==> src/rtl/uart_shift_pkg.sv <==
// rtl/uart_shift_pkg.sv - parity modes, oversample constant and FSM state types for uart_shift_core
package uart_shift_pkg;

  localparam int PAR_NONE   = 0;
  localparam int PAR_ODD    = 1;
  localparam int PAR_EVEN   = 2;
  localparam int OVERSAMPLE = 16;

  typedef enum logic [2:0] {TX_IDLE, TX_START, TX_DATA, TX_PARITY, TX_STOP} tx_state_t;
  typedef enum logic [2:0] {RX_IDLE, RX_START, RX_DATA, RX_PARITY, RX_STOP} rx_state_t;

  // data_xor is the XOR of all payload bits; odd mode inverts it
  function automatic logic parity_bit(input logic data_xor, input int mode);
    return (mode == PAR_ODD) ? ~data_xor : data_xor;
  endfunction

endpackage

==> src/rtl/uart_baud_gen.sv <==
// rtl/uart_baud_gen.sv - free-running oversample tick divider shared by TX and RX
module uart_baud_gen #(
  parameter int CLK_DIV = 27
) (
  input  logic clk,
  input  logic rst_n,
  output logic tick
);

  localparam int CW = $clog2(CLK_DIV);
  localparam logic [CW-1:0] LAST = CW'(CLK_DIV - 1);

  logic [CW-1:0] cnt;

  always_ff @(posedge clk or negedge rst_n) begin
    if (!rst_n)           cnt <= '0;
    else if (cnt == LAST) cnt <= '0;
    else                  cnt <= cnt + 1'b1;
  end

  assign tick = (cnt == LAST);

endmodule

==> src/rtl/uart_shift_core.sv <==
// rtl/uart_shift_core.sv - parametrised full-duplex UART: TX shifter and 16x-oversampled RX shifter
module uart_shift_core
  import uart_shift_pkg::*;
#(
  parameter int CLK_DIV   = 27,
  parameter int DATA_BITS = 8,
  parameter int PARITY    = 0,
  parameter int STOP_BITS = 1
) (
  input  logic                 clk,
  input  logic                 rst_n,
  input  logic                 tx_start,
  input  logic [DATA_BITS-1:0] tx_data,
  output logic                 tx_line,
  output logic                 tx_busy,
  output logic                 tx_done,
  input  logic                 rx_line,
  output logic [DATA_BITS-1:0] rx_data,
  output logic                 rx_done,
  output logic                 rx_parity_err,
  output logic                 rx_frame_err
);

  localparam logic [3:0] PH_LAST   = 4'(OVERSAMPLE - 1);
  localparam logic [3:0] PH_MID    = 4'(OVERSAMPLE / 2 - 1);
  localparam logic [3:0] DATA_LAST = 4'(DATA_BITS - 1);
  localparam logic [3:0] STOP_LAST = 4'(STOP_BITS - 1);
  localparam bit         HAS_PAR   = (PARITY != PAR_NONE);

  logic tick;

  uart_baud_gen #(.CLK_DIV(CLK_DIV)) u_baud (
    .clk   (clk),
    .rst_n (rst_n),
    .tick  (tick)
  );

  tx_state_t            tx_state;
  logic [3:0]           tx_ph, tx_cnt;
  logic [DATA_BITS-1:0] tx_shift;
  logic                 tx_par;

  // Accepted frames wait in IDLE with tx_busy set until the next tick aligns the start bit
  always_ff @(posedge clk or negedge rst_n) begin
    if (!rst_n) begin
      tx_state <= TX_IDLE;
      tx_ph    <= '0;
      tx_cnt   <= '0;
      tx_shift <= '0;
      tx_par   <= 1'b0;
      tx_line  <= 1'b1;
      tx_busy  <= 1'b0;
      tx_done  <= 1'b0;
    end else begin
      tx_done <= 1'b0;
      if (tx_state == TX_IDLE) begin
        if (!tx_busy) begin
          if (tx_start) begin
            tx_busy  <= 1'b1;
            tx_shift <= tx_data;
            tx_par   <= parity_bit(^tx_data, PARITY);
          end
        end else if (tick) begin
          tx_state <= TX_START;
          tx_line  <= 1'b0;
          tx_ph    <= '0;
        end
      end else if (tick) begin
        if (tx_ph != PH_LAST) begin
          tx_ph <= tx_ph + 4'd1;
        end else begin
          tx_ph <= '0;
          case (tx_state)
            TX_START: begin
              tx_state <= TX_DATA;
              tx_line  <= tx_shift[0];
              tx_cnt   <= '0;
            end
            TX_DATA: begin
              if (tx_cnt == DATA_LAST) begin
                tx_cnt   <= '0;
                tx_state <= HAS_PAR ? TX_PARITY : TX_STOP;
                tx_line  <= HAS_PAR ? tx_par : 1'b1;
              end else begin
                tx_shift <= tx_shift >> 1;
                tx_line  <= tx_shift[1];
                tx_cnt   <= tx_cnt + 4'd1;
              end
            end
            TX_PARITY: begin
              tx_state <= TX_STOP;
              tx_line  <= 1'b1;
              tx_cnt   <= '0;
            end
            TX_STOP: begin
              if (tx_cnt == STOP_LAST) begin
                tx_state <= TX_IDLE;
                tx_busy  <= 1'b0;
                tx_done  <= 1'b1;
              end else begin
                tx_cnt <= tx_cnt + 4'd1;
              end
            end
            default: tx_state <= TX_IDLE;
          endcase
        end
      end
    end
  end

  logic                 rx_s1, rx_s2, rx_s3;
  rx_state_t            rx_state;
  logic [3:0]           rx_ph, rx_cnt;
  logic [DATA_BITS-1:0] rx_shift;
  logic                 rx_par_bit, rx_stop_bad;

  always_ff @(posedge clk or negedge rst_n) begin
    if (!rst_n) begin
      rx_s1 <= 1'b1;
      rx_s2 <= 1'b1;
      rx_s3 <= 1'b1;
    end else begin
      rx_s1 <= rx_line;
      rx_s2 <= rx_s1;
      rx_s3 <= rx_s2;
    end
  end

  // Each bit is sampled at phase 7 and the bit boundary is taken at phase 15
  always_ff @(posedge clk or negedge rst_n) begin
    if (!rst_n) begin
      rx_state      <= RX_IDLE;
      rx_ph         <= '0;
      rx_cnt        <= '0;
      rx_shift      <= '0;
      rx_par_bit    <= 1'b0;
      rx_stop_bad   <= 1'b0;
      rx_data       <= '0;
      rx_done       <= 1'b0;
      rx_parity_err <= 1'b0;
      rx_frame_err  <= 1'b0;
    end else begin
      rx_done <= 1'b0;
      if (rx_state == RX_IDLE) begin
        if (rx_s3 && !rx_s2) begin
          rx_state    <= RX_START;
          rx_ph       <= '0;
          rx_stop_bad <= 1'b0;
        end
      end else if (tick) begin
        rx_ph <= (rx_ph == PH_LAST) ? 4'd0 : rx_ph + 4'd1;
        if (rx_ph == PH_MID) begin
          case (rx_state)
            RX_START:  if (rx_s2) rx_state <= RX_IDLE;
            RX_DATA:   rx_shift <= {rx_s2, rx_shift[DATA_BITS-1:1]};
            RX_PARITY: rx_par_bit <= rx_s2;
            RX_STOP: begin
              if (rx_cnt == STOP_LAST) begin
                rx_state      <= RX_IDLE;
                rx_done       <= 1'b1;
                rx_data       <= rx_shift;
                rx_parity_err <= HAS_PAR && (rx_par_bit != parity_bit(^rx_shift, PARITY));
                rx_frame_err  <= rx_stop_bad || !rx_s2;
              end else if (!rx_s2) begin
                rx_stop_bad <= 1'b1;
              end
            end
            default: ;
          endcase
        end else if (rx_ph == PH_LAST) begin
          case (rx_state)
            RX_START: begin
              rx_state <= RX_DATA;
              rx_cnt   <= '0;
            end
            RX_DATA: begin
              if (rx_cnt == DATA_LAST) begin
                rx_state <= HAS_PAR ? RX_PARITY : RX_STOP;
                rx_cnt   <= '0;
              end else begin
                rx_cnt <= rx_cnt + 4'd1;
              end
            end
            RX_PARITY: begin
              rx_state <= RX_STOP;
              rx_cnt   <= '0;
            end
            RX_STOP: rx_cnt <= rx_cnt + 4'd1;
            default: rx_state <= RX_IDLE;
          endcase
        end
      end
    end
  end

endmodule

==> config.mk <==
export PLATFORM = sky130hd
export DESIGN_NAME = uart_shift_core
export DESIGN_NICKNAME = d
export VERILOG_FILES = /design/src/rtl/uart_shift_pkg.sv /design/src/rtl/uart_baud_gen.sv /design/src/rtl/uart_shift_core.sv
export SDC_FILE = /design/constraint.sdc
export NUM_CORES = 1
export LEC_CHECK = 0
export ABC_AREA = 1
export CAP_MARGIN = 25
export CORE_ASPECT_RATIO = 0.5
export CORE_MARGIN = 4
export CORE_UTILIZATION = 39
export CTS_CLUSTER_DIAMETER = 120
export CTS_CLUSTER_SIZE = 12
export DETAILED_ROUTE_END_ITERATION = 10
export PLACE_DENSITY = 0.64
export SKIP_LAST_GASP = 1
export SYNTH_ARGS = -nofsm -noshare
export SYNTH_HDL_FRONTEND = slang
export SYNTH_HIERARCHICAL = 1
export SYNTH_SLANG_ARGS = --single-unit
==> constraint.sdc <==
create_clock -name clk -period 1.6 [get_ports clk]
set_input_delay 0.32 -clock clk [delete_from_list [all_inputs] [get_ports clk]]
set_output_delay 0.32 -clock clk [all_outputs]
set_load 0.1 [all_outputs]
* Yosys cells after proc, flatten, opt, wreduce, memory -nomap -nowiden
Index checks and enable logic that the tools add are counted.
** Storage, ports and cells
- Bits in read-only memories :: 0
- Memories :: 0
- Bits in latches :: 0
- Input bits :: 12
- Bits in registers :: 60
- Output and inout bits :: 14
- Word-level logic and storage cells :: 161
- Bits in writable memories :: 0
** Operators by class
- $add $sub $neg :: 5
- Shifts and indexed selects :: 0
- Eq/ne operators :: 30
- Bitwise gates (word level) :: 4
- Magnitude comparators :: 0
- $mul :: 0
- Multiplexer cells :: 71
- Divide/modulo/power cells :: 0
- Reductions and logical operators :: 32
** Operators by type and width (number)
- $mux 8 :: 7
- $mux 4 :: 12
- $mux 3 :: 15
- $mux 1 :: 30
- $pmux 3 s4 :: 2
- $pmux 4 s3 :: 2
- $reduce_and 5->1 :: 4
- $add 4x1->4 const B :: 4
- $ne 2x2->1 const B :: 7
- $reduce_bool 2->1 :: 7
- $eq 3x2->1 const B :: 4
- $eq 4x3->1 const B :: 3
- $ne 3x3->1 const B :: 4
- $ne 4x4->1 const B :: 3
- $reduce_and 4->1 :: 3
- $reduce_and 6->1 :: 2
- $reduce_bool 3->1 :: 3
- $logic_not 4->1 :: 2
- $reduce_and 8->1 :: 1
- $eq 3x1->1 const B :: 2
- $eq 3x3->1 const B :: 2
- $logic_not 3->1 :: 2
- $pmux 3 s2 :: 1
- $add 5x1->5 const B :: 1
- 13 further kinds :: 19

* Longest topological paths before layout
Gate-level depths: netlist (run 1).
- Depth after elaboration :: 7
- Gate-level depth with buffers :: 13
- Gate-level depth less buffers :: 13

* By module
Netlist (run 1), hierarchy kept.
** By module, submodules not included
- uart_shift_core :: cells an instance 354, times used 1, seq. area each 1381.3 um^2, area each 2917.8 um^2
- uart_baud_gen :: cells an instance 29, times used 1, seq. area each 125.1 um^2, area each 245.2 um^2

* Least setup slack after synthesis (run 1)
OpenSTA, ideal clock, no wires.
- Path kind :: reg-to-reg
- From :: register tx_busy
- To :: register tx_state[2]
- Slack :: -89 ps
- Buffers on the path :: 0
- Stages on the path, launching flop included :: 8
- Period minus slack after synthesis :: 1689 ps
- Arrival :: 1572 ps
- Required time :: 1483 ps
- Setup time :: 117 ps
- Cells stage by stage :: dfrtp_1 inv_1 nand2_1 nand2_2 nor2_4 nand3_2 nand2_1 nand2_1
** On the way
- Cells in the longest elaborated chain, start to end :: 2
** Ends and longest elaborated chain
- from (decl) :: RTL line uart_shift_core.sv:15 : output logic tx_busy,
- from (signal assigned) :: RTL line uart_shift_core.sv:52 : tx_busy <= 1'b0;
- from (signal assigned) :: RTL line uart_shift_core.sv:59 : tx_busy <= 1'b1;
- from (signal assigned) :: RTL line uart_shift_core.sv:98 : tx_busy <= 1'b0;
- $ne 2x2->1 (no line)
- $reduce_and 5->1 (no line)
- to (signal assigned) :: RTL line uart_shift_core.sv:82 : tx_state <= HAS_PAR ? TX_PARITY : TX_STOP;
- to (decl) :: RTL line uart_shift_core.sv:38 : tx_state_t tx_state;
Every way passes these cells.
A chain may end at the register's enable or synchronous reset.

* Worst setup path in the final report (run 1)
- From :: register u_baud.cnt[0]
- To :: register tx_shift[1]
** On the way
- Cells in the longest elaborated chain, start to end :: 3
** Ends and longest elaborated chain
- from (decl) :: RTL line uart_baud_gen.sv:13 : logic [CW-1:0] cnt;
- from (signal assigned) :: RTL line uart_baud_gen.sv:18 : else cnt <= cnt + 1'b1;
- $eq 5x5->1 :: RTL line uart_baud_gen.sv:21 : assign tick = (cnt == LAST);
- net tick :: RTL line uart_shift_core.sv:30 : logic tick;
- $reduce_bool 2->1 (no line)
- $reduce_and 6->1 (no line)
- to (signal assigned) :: RTL line uart_shift_core.sv:60 : tx_shift <= tx_data;
- to (signal assigned) :: RTL line uart_shift_core.sv:85 : tx_shift <= tx_shift >> 1;
- to (decl) :: RTL line uart_shift_core.sv:40 : logic [DATA_BITS-1:0] tx_shift;
The timed path passes the listed nets, and every way through them passes these cells.

==> results.json, run 1 <==
{
  "syn_nets": 403,
  "synth_common_cells": "nand2_1 (129), dfrtp_1 (56), inv_1 (35)",
  "netlist-cell-type-count": 34,
  "core_area_um2": 7600,
  "cp_max_fo": 8,
  "final.min_clock_period_ns": 1.52,
  "initial_core_util_pct": 41.6,
  "synth_edf_count": 0,
  "synth_compound_area_share_pct": 8.90,
  "vias_per_cell": 4.60,
  "cts_sinks": 60,
  "synth_fa_ha_area_share_pct": 3.16,
  "h-tree-depth": 3,
  "status": "completed",
  "p_per_area_nw_per_um2": 897,
  "cellLeakagePower_nw": 2.00,
  "crit_type": "flip-flop to flip-flop",
  "portBuffers": 24,
  "reg2reg_depth": 13,
  "finalSetupViolations": 0,
  "period_share_pct": 94.8,
  "ir_worst_vdd_mv": 0.763,
  "dieArea_um2": 9700,
  "nNetsFinal": 458,
  "cts.clk_slew.worst_paths_ns": 0.06,
  "rows": 22,
  "rrSetupSlack_ns": 0.08,
  "hold_slack_ns": 0.351,
  "end_kind": "flip-flop",
  "drtAntennaViolNets": 0,
  "grt_antenna_before_repair": 0,
  "first_global_vias": 2401,
  "synthTopCellsByArea": "dfrtp_1 (44%), nand2_1 (15%), nand3_1 (4.7%), o21ai_2 (4.7%), inv_1 (4.2%)",
  "syn_area_um2": 3160,
  "clockBufferDepth": 2,
  "die_w_um": 135,
  "finalWirelength_um": 6410,
  "max_freq_mhz": 659,
  "routedWlPerCell_um": 11.6,
  "fp.dieH_um": 71.7,
  "cpMostUsedCell": "nand2_1",
  "cts_tree": "done",
  "fin_skew_ns": 0.00708,
  "holdPathStages": 0,
  "maxCapViolCount": 0,
  "synth-xor-area-share_pct": 0.831,
  "route.detailed.drc": 0,
  "drtIter0Drc": 184,
  "cts_root_buf": "clkbuf_16",
  "drt_pass1_iterations": 4,
  "gp_congestion": 0.835,
  "synthMuxAreaShare_pct": 0,
  "clk-insertion-delay-late_ns": 0.33,
  "drive_gt1_share_pct": 28.9,
  "synth_top_area_share_pct": 44.3,
  "n_antenna_cell": 0,
  "synthArstFlopShare_pct": 100,
  "crit_path_cell_trace": "inv_1 -> ha_1 -> nand2_1 -> inv_1 -> nand2_2 -> inv_4 -> inv_2 -> nor2_4 -> nor2_2 -> nor2_4 -> nand2_4 -> nand2_1 -> nand2_1",
  "num_io_pins": 26,
  "synth_cells": 383,
  "cp_slowest_cell": "dfrtp_1",
  "synthSimpleGateAreaFrac_pct": 32.7,
  "seq_area_frac_synth_pct": 47.6,
  "min_path_type": "flip-flop to flip-flop",
  "synth_top_area_cell": "dfrtp_1",
  "slowest_delay_ns": 0.37,
  "cp.arrival_ns": 1.74,
  "ys.flop_type": "dfrtp_1",
  "avgSynthCellArea_um2": 8.26,
  "rsz0062_at_grt": "true",
  "hpwl_um": 4420,
  "yosysMostFrequentCell": "nand2_1",
  "cp.required_ns": 1.82,
  "hold_viol": 0,
  "grt.total_usage_pct": 13.9,
  "power_mw": 3.79,
  "yosys_warnings": 6,
  "grt_pass1_wl_um": 10700,
  "grt_max_degree": 49,
  "area_growth_syn_to_layout_pct": 33.6,
  "via_count": 2532,
  "final-max-slew-violation-count": 0,
  "ys_seq_elements": 60,
  "overflow": 0,
  "worst_setup_path_start_kind": "flip-flop",
  "cts_made_buffers": 9,
  "synth_top_family_by_area": "simple AND/OR/NAND/NOR gates"
}
-- routing by layer --
layer / share of wire (%) / global-route usage [%] / up-vias
li1: - / - / 1325
met1: 47 / 18.0 / 1158
met2: 47 / 21.5 / 39
met3: 3.8 / 3.93 / 10
met4: 1.5 / 6.93 / 0
met5: 0 / 0 / -
-- report_power, final --
group | switching [mW] | internal, mW | total, mW | leakage (nW)
registers | 0.0671 | 1.58 | 1.64 | 0.791
clock network | 0.707 | 1.04 | 1.75 | 0.124
logic | 0.246 | 0.153 | 0.399 | 1.08
total | 1.02 | 2.77 | 3.79 | 2.00
-- placed cells by master (no fill, tap or decap), drive strengths merged, types with 2 or more instances in the layout --
cell / synthesis / final
clkinv: 0 / 3
clkinvlp: 0 / 3
o21ai: 28 / 28
clkdlybuf4s50: 0 / 10
nor3: 6 / 6
dfrtp: 56 / 56
nand3: 34 / 34
inv: 44 / 44
nor2: 40 / 40
nand2: 138 / 138
clkbuf: 0 / 10
buf: 5 / 38
nand4: 4 / 4
xor2: 2 / 2
ha: 8 / 8
a21oi: 6 / 6
dfstp: 4 / 4
-- cell type report --
cell class,count,area (um2)
inverter,44,170
clock buffer,10,229
multi-input combinational,274,1530
clock inverter,6,41.3
fill,698,3370
timing repair buffer,49,617
sequential,60,1510
tap,108,135
-- registers in the layout (all words and copies together) (netlist names), 3 cells and up --
signal	cells
tx_cnt	4
tx_shift	8
rx_state	3
u_baud/cnt	5
rx_ph	4
rx_data	8
tx_ph	4
rx_shift	8
tx_state	3
rx_cnt	4
-- through the flow --
stage                     cell area, um2  util, %   TNS, ns  cells  setup WS [ns]
after floorplan                     3170        -         0    383        0.00460
after CTS                           4060     53.4         0    543        0.00148
after detailed placement            3750     49.4  -0.00974    524       -0.00974
final                               4230     55.6         0    551         0.0830
after global routing                4230     55.6    -0.862    551        -0.0697
after global placement              3750     49.4         0    524         0.0335
-- kinds of logic after synthesis --
family / after synthesis
simple gates: 223
other cells: 1
compound gates: 39
xor+xnor: 3
fa+ha+maj: 8
flops: 60
buf+inv: 49
-- critical path: cells and delay by family, from the launching register on --
kind,cells,cell delay (ns)
and+or+nand+nor,8,0.66
adders and majority gates,1,0.13
DFF,1,0.37
buffers and inverters,4,0.26
-- timing repair --
action                     4_1_cts  5_1_grt
gates cloned                     0        0
hold buffers                     1        0
setup buffers                    2        8
pin swaps                        1       11
resized for setup                0       25
hold endpoints to repair        11        0
setup endpoints to repair        2       36
-- worst paths after layout --
check | end | start
min in group asynchronous | tx_ph[3] | rst_n
hold / removal | rx_s2 | rx_s1
max in group asynchronous | rx_s1 | rst_n
hold reg to reg | rx_s2 | rx_s1
setup / recovery | tx_shift[1] | u_baud/cnt[0]
setup reg to reg | tx_shift[1] | u_baud/cnt[0]
No activity file was read; power rests on OpenSTA's default activity.
==> inputs of run 2 (changes only) <==
--- a/config.mk
+++ b/config.mk
@@ -7,7 +7,7 @@
 export LEC_CHECK = 0
 export ABC_AREA = 1
 export CAP_MARGIN = 25
-export CORE_ASPECT_RATIO = 0.5
+export CORE_ASPECT_RATIO = 1.75
 export CORE_MARGIN = 4
 export CORE_UTILIZATION = 39
 export CTS_CLUSTER_DIAMETER = 120
==> run 2 against run 1 <==
  * First-iteration DRC count down 34%
  * Via count rose by 6.9%
  * Largest power group unchanged
  * Sequential share of layout area down 0.73 points
  * Clock power up 9%
  * Non-clock buffer count grew 9
==> results.json, run 2 (synthesis results as in run 1) <==
{
  "max_freq_mhz": 641,
  "drt_pass1_iterations": 4,
  "rrSetupSlack_ns": 0.04,
  "overflow": 0,
  "cts_made_buffers": 9,
  "vias_per_cell": 4.99,
  "hpwl_um": 4960,
  "hold_viol": 0,
  "end_kind": "flip-flop",
  "dieArea_um2": 9670,
  "portBuffers": 24,
  "holdPathStages": 0,
  "drtIter0Drc": 121,
  "grt.total_usage_pct": 14.2,
  "cp.arrival_ns": 1.81,
  "cts_sinks": 60,
  "rsz0062_at_grt": "true",
  "fp.dieH_um": 127,
  "finalSetupViolations": 0,
  "final_cell_mix": "nand2_1 (120), dfrtp_1 (55), inv_1 (34)",
  "routedWlPerCell_um": 12.8,
  "finalWirelength_um": 6960,
  "largestRegisters": "rx_data x8, rx_shift x8, tx_shift x8",
  "grt_pass1_wl_um": 11100,
  "status": "completed",
  "dp.cells": 510,
  "area_growth_syn_to_layout_pct": 36.4,
  "ir_worst_vdd_mv": 0.843,
  "cts.clk_slew.worst_paths_ns": 0.05,
  "reg2reg_depth": 13,
  "cellLeakagePower_nw": 2.06,
  "num_io_pins": 26,
  "setup_slack_ns": 0.0398,
  "layout_commonest_cell": "nand2_1",
  "reg2reg_from": "u_baud/cnt[0]",
  "cts_tree": "done",
  "maxCapViolCount": 0,
  "clk-insertion-delay-late_ns": 0.32,
  "min_path_type": "flip-flop to flip-flop",
  "route.detailed.drc": 0,
  "hold_slack_ns": 0.355,
  "holdPathEnd": "rx_s2",
  "hp-start": "rx_s1",
  "via_count": 2707,
  "final_cells": 543,
  "cp_max_fo": 4,
  "core_area_um2": 7910,
  "drtAntennaViolNets": 0,
  "cp.required_ns": 1.85,
  "crit_type": "flip-flop to flip-flop",
  "clockBufferDepth": 2,
  "nFillCells": 661,
  "first_global_vias": 2607,
  "drive_gt1_share_pct": 31.6,
  "gp_congestion": 0.910,
  "worst_setup_path_start_kind": "flip-flop",
  "regToRegEndpoint": "tx_busy",
  "h-tree-depth": 3,
  "dp_slack_ns": -0.0314,
  "fin_skew_ns": 0.00519,
  "rows": 43,
  "final-max-slew-violation-count": 0,
  "setup-tns-final_ns": 0,
  "grt_antenna_before_repair": 0,
  "final.min_clock_period_ns": 1.56,
  "initial_core_util_pct": 40.0,
  "grt_max_degree": 25,
  "period_share_pct": 97.5,
  "die_w_um": 76.1,
  "n_antenna_cell": 0,
  "nNetsFinal": 468,
  "p_per_area_nw_per_um2": 925,
  "power_mw": 3.99,
  "cts_root_buf": "clkbuf_16"
}
[run 2: how the worst max path moves through the flow]
stage / from / to / slack [ns] / cells past startpoint
final: u_baud/cnt[0] / tx_busy / 0.04 / 13
after global routing: u_baud/cnt[0] / tx_busy / -0.08 / 13
after CTS: u_baud/cnt[0] / tx_shift[4] / -0.0001 / 13
after detailed placement: u_baud/cnt[0] / tx_shift[6] / -0.03 / 13
after global placement: u_baud/cnt[0] / tx_shift[4] / 0.02 / 13
after floorplan: u_baud/cnt[0] / tx_shift[0] / 0.005 / 13
[run 2: cell type report]
class	instances	area, um2	area share, %
Clock buffer	10	239	5.54
Clock inverter	6	63.8	1.48
Inverter	44	168	3.89
Multi-Input combinational cell	275	1560	36.1
Sequential cell	60	1510	34.9
Tap cell	90	113	2.61
Timing Repair Buffer	58	668	15.5
[run 2: layer usage]
metal	part of all wire, %	GRT usage [%]	up-vias
met5	0	0	-
met4	3.4	8.55	0
met3	3.1	3.67	20
met2	57	26.9	52
met1	36	13.4	1294
li1	-	-	1341
[run 2: through the flow]
stage	instance area, um2	util (%)
2_1_floorplan	3170	-
3_3_place_gp	3770	47.7
3_5_place_dp	3770	47.7
4_1_cts	4100	51.9
5_1_grt	4320	54.6
6_report	4320	54.6
[run 2: repair_timing]
action | CTS | global route
setup endpoints to repair | 9 | 42
endpoints found under the hold margin | 7 | 0
buffers inserted | 2 | 13
pin swaps | 1 | 14
resized for setup | 2 | 28
cloned | 0 | 1
hold buffers | 1 | 0
[run 2: critical path: stages, from the launching register on]
cell and delay (ns):
dfrtp_1 0.38, inv_1 0.06, ha_1 0.13, nand2_1 0.05, inv_1 0.06, nand2_2 0.07
inv_4 0.08, inv_2 0.05, nor2_4 0.08, buf_4 0.15, nand3_2 0.09, nand2_1 0.07
nand2_1 0.07, a21oi_2 0.14
[run 2: report_power, final]
group | internal (mW) | leakage [nW] | total, mW | switching, mW
sequential | 1.58 | 0.791 | 1.64 | 0.0642
clock | 1.24 | 0.144 | 1.91 | 0.667
combinational | 0.165 | 1.12 | 0.443 | 0.278
total | 2.98 | 2.06 | 3.99 | 1.01
==> inputs of run 3 (changes only) <==
==> constraint.sdc (replaced) <==
create_clock -name clk -period 1.6 [get_ports clk]
set_input_delay 0.32 -clock clk [delete_from_list [all_inputs] [get_ports clk]]
set_output_delay 0.32 -clock clk [all_outputs]
set_load 0.02 [all_outputs]
==> run 3 against run 2 <==
  * Combinational power is 7.0% lower
  * Die area is the same
  * Sequential power about the same
  * Critical endpoint is now tx_state[0]
  * Flip-flop and latch count did not move
  * Register-to-register slack barely moved
==> results.json, run 3 (synthesis results as in run 1) <==
{
  "wl_met3_um": 224,
  "overflow": 0,
  "crit_type": "flip-flop to flip-flop",
  "cp-startpoint": "u_baud/cnt[0]",
  "p_per_area_nw_per_um2": 981,
  "cts_sinks": 60,
  "initial_core_util_pct": 40.0,
  "multi_input_area_um2": 1540,
  "cts.clk_slew.worst_paths_ns": 0.05,
  "final-max-slew-violation-count": 0,
  "core_area_um2": 7910,
  "first_global_vias": 2609,
  "rows": 43,
  "grt_max_degree": 61,
  "seq_area_um2": 1510,
  "hold_viol": 0,
  "dp_slack_ns": -0.00920,
  "cellLeakagePower_nw": 2.00,
  "nFillCells": 747,
  "top_layer_used": "met4",
  "cp.required_ns": 1.82,
  "end_kind": "flip-flop",
  "drtAntennaViolNets": 0,
  "power_mw": 3.98,
  "final_cells": 532,
  "min_path_type": "flip-flop to flip-flop",
  "clockBufferDepth": 2,
  "hp-start": "rx_s1",
  "fin_skew_ns": 0.00457,
  "area_growth_syn_to_layout_pct": 28.1,
  "status": "completed",
  "grt_pass1_wl_um": 11400,
  "wl_met1_um": 2510,
  "finalSetupViolations": 0,
  "layout_commonest_cell": "nand2_1",
  "dp.cells": 508,
  "portBuffers": 24,
  "final.min_clock_period_ns": 1.57,
  "n_antenna_cell": 0,
  "final_util_pct": 51.2,
  "crit_path_cell_trace": "inv_1 -> ha_1 -> nand2_1 -> inv_1 -> nand2_2 -> inv_4 -> buf_4 -> nand2_4 -> nor2_4 -> nand3_2 -> nand2_1 -> nand2_1",
  "ir_worst_vdd_mv": 0.695,
  "slowest_delay_ns": 0.37,
  "fp.dieH_um": 127,
  "worst_setup_path_start_kind": "flip-flop",
  "dieArea_um2": 9670,
  "crit_family": "simple AND/OR/NAND/NOR gates",
  "cp_max_fo": 5,
  "setup_slack_ns": 0.0296,
  "cpMostUsedCell": "nand2_1",
  "cts_tree": "done",
  "cp_slowest_cell": "dfrtp_1",
  "cts_root_buf": "clkbuf_16",
  "period_share_pct": 98.2,
  "hold_slack_ns": 0.354,
  "final_cell_mix": "nand2_1 (122), dfrtp_1 (56), inv_1 (35)",
  "maxCapViolCount": 0,
  "worst-path-buf-inv": 4,
  "max_freq_mhz": 637,
  "drive_gt1_share_pct": 26.0,
  "grt_antenna_before_repair": 0,
  "grt.total_usage_pct": 14.5,
  "cp.arrival_ns": 1.79,
  "vias_per_cell": 4.94,
  "route.detailed.drc": 0,
  "drt_pass1_iterations": 4,
  "cts_made_buffers": 9,
  "clk-insertion-delay-late_ns": 0.33,
  "via_count": 2626,
  "die_w_um": 76.1,
  "largestRegisters": "rx_data x8, rx_shift x8, tx_shift x8",
  "dr_wl_met2_um": 3670,
  "nNetsFinal": 457,
  "drtIter0Drc": 132,
  "h-tree-depth": 3,
  "finalWirelength_um": 6550,
  "hpwl_um": 4630,
  "gp_congestion": 0.851,
  "rsz0062_at_grt": "true",
  "reg2reg_from": "u_baud/cnt[0]",
  "routedWlPerCell_um": 12.3,
  "num_io_pins": 26
}
## run 3: cell types whose count changed in the layout (fill, tap and decap cells not counted), sizes merged
cell	delta
dlygate4sd2	+12
clkinv	-2
buf	-24
inv	+2
clkinvlp	+1
dlymetal6s2s	+1
clkbuf	-1
## run 3: per-layer routing
metal  up-vias  track usage (%)
li1       1323                -
met1      1251             14.9
met2        43             26.9
met3         9             3.67
met4         0             7.31
met5         -                0
## run 3: worst register-to-register path, stage by stage, from the launching register on
cell and delay, ns:
dfrtp_1 0.37, inv_1 0.06, ha_1 0.13, nand2_1 0.05
inv_1 0.06, nand2_2 0.07, inv_4 0.08, buf_4 0.15
nand2_4 0.08, nor2_4 0.17, nand3_2 0.12, nand2_1 0.08
nand2_1 0.05
## run 3: report_power, final
part | leakage (nW) | switching [mW] | internal (mW)
Combinational | 1.07 | 0.261 | 0.151
Sequential | 0.791 | 0.0513 | 1.58
Clock | 0.138 | 0.728 | 1.21
Total | 2.00 | 1.04 | 2.94
## run 3: cell type report
class,instances,share of cell area [%]
inverter,44,4.14
multi-input combinational,275,38.0
timing repair buffer,47,10.5
sequential,60,37.2
clock inverter,7,1.85
tap,90,2.78
clock buffer,9,5.56
## run 3: what timing repair did
item                                    in CTS  in global routing
endpoints found under the setup margin      21                 38
gates resized for setup                     14                 23
endpoints found under the hold margin       11                  0
hold buffers                                 1                  0
gates cloned                                 0                  1
setup buffers                                1                  5
pin swaps                                    3                  9
## run 3: path summary, 6_finish.rpt
path                               end  slack, ns  cells past startpoint
max                        tx_state[0]       0.03                     12
min                              rx_s2       0.35                      0
max reg2reg                tx_state[0]       0.03                     12
min reg2reg                      rx_s2       0.35                      0
max in group asynchronous      tx_line       0.76                      3
min in group asynchronous  tx_shift[7]       0.52                      3
## run 3: stage by stage
step	TNS, ns	cell area, um2
after CTS	0	3920
final	0	4050
after global routing	-0.994	4050
after detailed placement	-0.0354	3610
after global placement	0	3610
after floorplan	0	3170
